<file path="src/rtl/seq_unsigned_divider.sv">
// Radix-2 restoring divider: DW-bit unsigned dividend by VW-bit unsigned divisor,
// one quotient bit per clock, valid/ready handshake on both sides.
module seq_unsigned_divider #(
   parameter int DW = 16,
   parameter int VW = 8
) (
   input  logic          clk,
   input  logic          rst_n,
   input  logic          in_valid,
   output logic          in_ready,
   input  logic [DW-1:0] dividend,
   input  logic [VW-1:0] divisor,
   output logic          out_valid,
   input  logic          out_ready,
   output logic [DW-1:0] quotient,
   output logic [VW-1:0] remainder,
   output logic          div_by_zero
);

   localparam int CW = (DW > 1) ? $clog2(DW) : 1;

   typedef enum logic [1:0] {
      S_IDLE,
      S_RUN,
      S_DONE
   } state_t;

   state_t        state_q, state_d;
   logic [CW-1:0] count_q, count_d;
   // The partial remainder is always below the divisor, so its extra top bit
   // is never set; only the trial value needs the full VW+1 bits.
   logic [VW-1:0] r_q, r_d;
   logic [DW-1:0] q_q, q_d;
   logic [VW-1:0] divisor_q, divisor_d;
   logic [DW-1:0] quotient_q, quotient_d;
   logic [VW-1:0] remainder_q, remainder_d;
   logic          dbz_q, dbz_d;

   logic [VW:0]   trial;
   logic          fits;
   logic [VW-1:0] diff;
   logic [VW-1:0] r_step;
   logic [DW-1:0] q_step;

   // One restoring step: shift in the next dividend bit, subtract if it fits.
   always_comb begin
      trial  = {r_q, q_q[DW-1]};
      fits   = (trial >= {1'b0, divisor_q});
      diff   = trial[VW-1:0] - divisor_q;
      r_step = fits ? diff : trial[VW-1:0];
      q_step = {q_q[DW-2:0], fits};
   end

   always_comb begin
      state_d     = state_q;
      count_d     = count_q;
      r_d         = r_q;
      q_d         = q_q;
      divisor_d   = divisor_q;
      quotient_d  = quotient_q;
      remainder_d = remainder_q;
      dbz_d       = dbz_q;

      case (state_q)
         S_IDLE: begin
            if (in_valid) begin
               divisor_d = divisor;
               if (divisor != '0) begin
                  r_d     = '0;
                  q_d     = dividend;
                  count_d = CW'(DW - 1);
                  state_d = S_RUN;
               end else begin
                  quotient_d  = '1;
                  remainder_d = '0;
                  dbz_d       = 1'b1;
                  state_d     = S_DONE;
               end
            end
         end
         S_RUN: begin
            r_d = r_step;
            q_d = q_step;
            if (count_q == '0) begin
               quotient_d  = q_step;
               remainder_d = r_step;
               dbz_d       = 1'b0;
               state_d     = S_DONE;
            end else begin
               count_d = count_q - CW'(1);
            end
         end
         S_DONE: begin
            if (out_ready) begin
               state_d = S_IDLE;
            end
         end
         default: begin
            state_d = S_IDLE;
         end
      endcase
   end

   always_ff @(posedge clk) begin
      if (!rst_n) begin
         state_q     <= S_IDLE;
         count_q     <= '0;
         r_q         <= '0;
         q_q         <= '0;
         divisor_q   <= '0;
         quotient_q  <= '0;
         remainder_q <= '0;
         dbz_q       <= 1'b0;
      end else begin
         state_q     <= state_d;
         count_q     <= count_d;
         r_q         <= r_d;
         q_q         <= q_d;
         divisor_q   <= divisor_d;
         quotient_q  <= quotient_d;
         remainder_q <= remainder_d;
         dbz_q       <= dbz_d;
      end
   end

   assign in_ready    = (state_q == S_IDLE);
   assign out_valid   = (state_q == S_DONE);
   assign quotient    = quotient_q;
   assign remainder   = remainder_q;
   assign div_by_zero = dbz_q;

endmodule

</file>
<file path="config.mk">
export PLATFORM = sky130hd
export DESIGN_NAME = seq_unsigned_divider
export DESIGN_NICKNAME = d
export VERILOG_FILES = /design/src/rtl/seq_unsigned_divider.sv
export SDC_FILE = /design/constraint.sdc
export NUM_CORES = 1
export LEC_CHECK = 0
export CORE_MARGIN = 3
export CORE_UTILIZATION = 52
export CTS_CLUSTER_SIZE = 25
export DETAILED_ROUTE_END_ITERATION = 12
export GPL_ROUTABILITY_DRIVEN = 0
export PLACE_DENSITY = 0.8
export SYNTH_ARGS = -nofsm -noshare
export SYNTH_HDL_FRONTEND = slang
export SYNTH_SLANG_ARGS = --single-unit
</file>
<file path="constraint.sdc">
create_clock -name clk -period 2.5 [get_ports clk]
set_input_delay 0.625 -clock clk [delete_from_list [all_inputs] [get_ports clk]]
set_output_delay 0.625 -clock clk [all_outputs]
set_load 0.01 [all_outputs]
</file>
==> results.py <==
metrics = {
    "run_status": {
        "status": "completed",
    },
    "layout": {
        "nNetsFinal": 463,
        "num_antenna_cells": 0,
        "drive_above_1_share_pct": 12.1,
        "final_cells": 500,
        "areaGrowthSynthToFinish_pct": 32.1,
        "final_common_cell": "dfxtp_1",
        "final_util_pct": 73.1,
        "layout_common_cells": "dfxtp_1 (63), nand2_1 (56), clkdlybuf4s50_1 (54)",
        "fillerInstances": 419,
    },
    "floorplanning": {
        "start_util_pct": 55.4,
        "ioPinCount": 55,
        "die_h_um": 80.9,
        "die_area_um2": 6550,
        "rows": 26,
        "die_w_um": 80.9,
        "fp.coreArea_um2": 5270,
    },
    "global_route": {
        "antenna_found_initial": 0,
        "track_usage_pct": 23.9,
        "grt_max_degree": 27,
        "grt.met3_usage_pct": 5.65,
        "top_usage_layer": "met2",
        "grt-ovfl-total": 0,
        "grt_util_met2_pct": 42.0,
        "grt_pass1_wl_mm": 12.2,
        "grt_pass1_vias": 2773,
        "met1_usage_pct": 27.8,
    },
    "logic_synthesis": {
        "synthFlopType": "dfxtp_1",
        "syn-mean-instance-area_um2": 8.20,
        "ys_types": 50,
        "synth_area_leader_cell": "dfxtp_1",
        "synth_area_um2": 2920,
        "synthTopCellsByArea": "dfxtp_1 (43%), nand2_1 (7.2%), a21oi_1 (5.1%)",
        "syn_inst": 356,
        "yosysWarnings": 0,
        "synth-edff-count": 0,
        "synth_top_family_by_area": "simple AND/OR/NAND/NOR gates",
        "synth.area.mux_share_pct": 2.14,
        "async_reset_ff_share_pct": 0,
        "synth-xor-area-share_pct": 1.20,
        "synth.top_cell.area_share_pct": 43.2,
        "ys_ff_latch": 63,
        "synth_nets": 394,
        "synth-compound-area-share_pct": 21.7,
        "ys_seq_area_share_pct": 43.2,
        "synthSimpleGateAreaFrac_pct": 22.0,
        "synthAdderAreaFrac_pct": 4.55,
    },
    "worst_hold_path": {
        "hold_depth": 2,
        "worst_hold_path_type": "reg2reg",
        "min_from": "quotient[15]$_SDFFE_PN0P_",
        "hold_end": "quotient[15]$_SDFFE_PN0P_",
    },
    "setup_path": {
        "cp_num_buf_inv": 2,
        "crit_chain": "clkdlybuf4s50_1 > or4_1 > nor2_1 > a31oi_1 > or2_1 > buf_12 > a32o_1",
        "cp_top_family": "simple AND/OR/NAND/NOR gates",
        "start_kind": "input pin",
        "worstPathRequired_ns": 2.72,
        "rr_worst_depth": 9,
        "arrival_ns": 2.58,
        "critPathCaptureType": "register",
        "critical-path-max-stage-delay_ns": 0.57,
        "critPathKind": "in2reg",
        "reg2reg_slack_ns": 0.17,
        "reg2reg_to": "r_q[6]$_SDFFE_PN0P_",
        "slowest_stage": "or4_1",
        "critPathMaxFanout": 23,
        "reg2reg_from": "q_q[15]$_SDFFE_PN0P_",
    },
    "route": {
        "dr.pass1.iters": 4,
        "routed_wl_mm": 7.22,
        "drc": 0,
        "wl_per_cell_um": 14.4,
        "initialDrtViolationCount": 148,
        "detail-route-antenna-nets": 0,
        "vias_per_cell": 5.56,
        "vias": 2780,
    },
    "pwr": {
        "combPwrFrac_pct": 31.9,
        "leakage_uw": 0.00149,
        "p_total_uw": 3050,
        "p_clk_share_pct": 29.0,
        "power.density_nw_per_um2": 791,
        "p_sw_uw": 1010,
        "peakVddDrop_mv": 0.451,
        "sw_frac_of_total_pct": 33.2,
        "seq_power_share_pct": 39.1,
        "p_int_uw": 2040,
    },
    "placed_design": {
        "io_buffers": 54,
        "post-dp-hpwl_mm": 5.24,
        "placedCellCount": 484,
        "place_ws_ns": -0.196,
    },
    "timing": {
        "fin_ws_ns": 0.140,
        "worst_pin_slew_ns": 0.456,
        "finalSetupViolCount": 0,
        "max_freq_mhz": 424,
        "timing.final.max_slew_violations": 0,
        "final_hold_viol_count": 0,
        "finalCritPeriodShare_pct": 94.4,
        "relSlewSlack_pct": 69.5,
        "rsz0062_at_grt": "no",
        "tns_ns": 0,
        "layout_min_cycle_time_ns": 2.36,
        "skew_ns": 0.0101,
    },
    "cts": {
        "htreeDepth": 3,
        "cts_tree": "built",
        "path_clk_slew_ns": 0.07,
        "ctsLongestPathBuffers": 2,
        "clkSinkCount": 63,
        "holdBufCountCts": 0,
        "postCtsSetupRepairBufs": 0,
        "cts_made_buffers": 9,
        "clk_latency_ns": 0.34,
        "cts-resized-gates": 0,
        "root_buffer": "clkbuf_8",
    },
    "run": {
        "max_cap_violations": 0,
    },
}
[cells by family (layout without fill, tap and decap cells)]
family / Yosys count / count (layout)
AOI/OAI and AO/OA: 98 / 98
xor gates and xnor gates: 4 / 4
adders and majority gates: 10 / 10
buffers and inverters: 35 / 109
DFF: 63 / 63
muxes: 6 / 6
and+or+nand+nor: 140 / 140
[power by group through the flow]
| stage | Combinational [uW] | Sequential, uW | Clock, uW |
|---|---|---|---|
| global route | 1070 | 1210 | 938 |
| CTS | 969 | 1190 | 893 |
| finish | 974 | 1190 | 884 |
| floorplan | 649 | 1200 | 0 |
| detailed placement | 965 | 1210 | 0 |
| global placement | 937 | 1210 | 0 |
[final cells by class]
| class | count | area, um2 | area share (%) |
|---|---|---|---|
| Clock buffer | 11 | 141 | 3.67 |
| Clock inverter | 5 | 57.6 | 1.49 |
| Inverter | 16 | 60.1 | 1.56 |
| Multi-Input combinational cell | 258 | 1510 | 39.1 |
| Sequential cell | 63 | 1260 | 32.7 |
| Tap cell | 70 | 87.6 | 2.27 |
| Timing Repair Buffer | 77 | 738 | 19.1 |
[worst max-delay path by stage]
stage / cells past startpoint / startpoint / to / slack, ns
3_5_place_dp: 7 / divisor[3] / remainder[6]$_SDFFE_PN0P_ / -0.20
4_1_cts: 7 / divisor[3] / remainder[6]$_SDFFE_PN0P_ / 0.15
3_3_place_gp: 7 / divisor[7] / remainder[6]$_SDFFE_PN0P_ / -0.15
2_1_floorplan: 8 / divisor[7] / div_by_zero$_SDFFE_PN0P_ / 0.31
6_report: 7 / divisor[7] / remainder[6]$_SDFFE_PN0P_ / 0.14
5_1_grt: 9 / q_q[15]$_SDFFE_PN0P_ / r_q[6]$_SDFFE_PN0P_ / 0.01
[Yosys cell counts, types with 2 or more instances]
cell type	n
nor2b_1	5
o221ai_1	12
buf_6	2
clkbuf_1	12
inv_1	15
nand2_1	56
o211ai_1	2
a32o_1	2
ha_1	9
o21a_1	2
dfxtp_1	63
nand2b_1	4
o21ai_0	28
mux2_2	2
a31oi_1	3
nor2_1	40
nor3_1	4
o31ai_1	2
buf_2	4
nand3_1	13
and2_1	3
mux2i_1	4
a311oi_1	5
a211o_1	2
and3_1	4
xor2_1	4
a21oi_1	30
or4_4	2
[state kept, by name, summed over array words and instances (netlist names)]
signal,flops
divisor_q,8
div_by_zero,1
count_q,4
state_q,2
q_q,16
r_q,8
remainder,8
quotient,16
[stage by stage]
step	hold slack [ns]	area (um2)
6_report	0.455	3850
5_1_grt	0.475	3850
4_1_cts	0.456	3850
3_5_place_dp	0.446	3660
3_3_place_gp	0.441	3660
2_1_floorplan	0.426	2920
[metal layers]
| layer | routed length [um] | share of wire [%] | vias up |
|---|---|---|---|
| li1 | - | - | 1385 |
| met1 | 3160 | 44 | 1307 |
| met2 | 3560 | 49 | 78 |
| met3 | 399 | 5.5 | 10 |
| met4 | 95 | 1.3 | 0 |
| met5 | 0 | 0 | - |
[worst min-delay path: stages (launching register included)]
cell and delay, ns:
dfxtp_1 0.31, nand2_1 0.05, a21oi_1 0.05
Power figures use the tool's default switching activity.
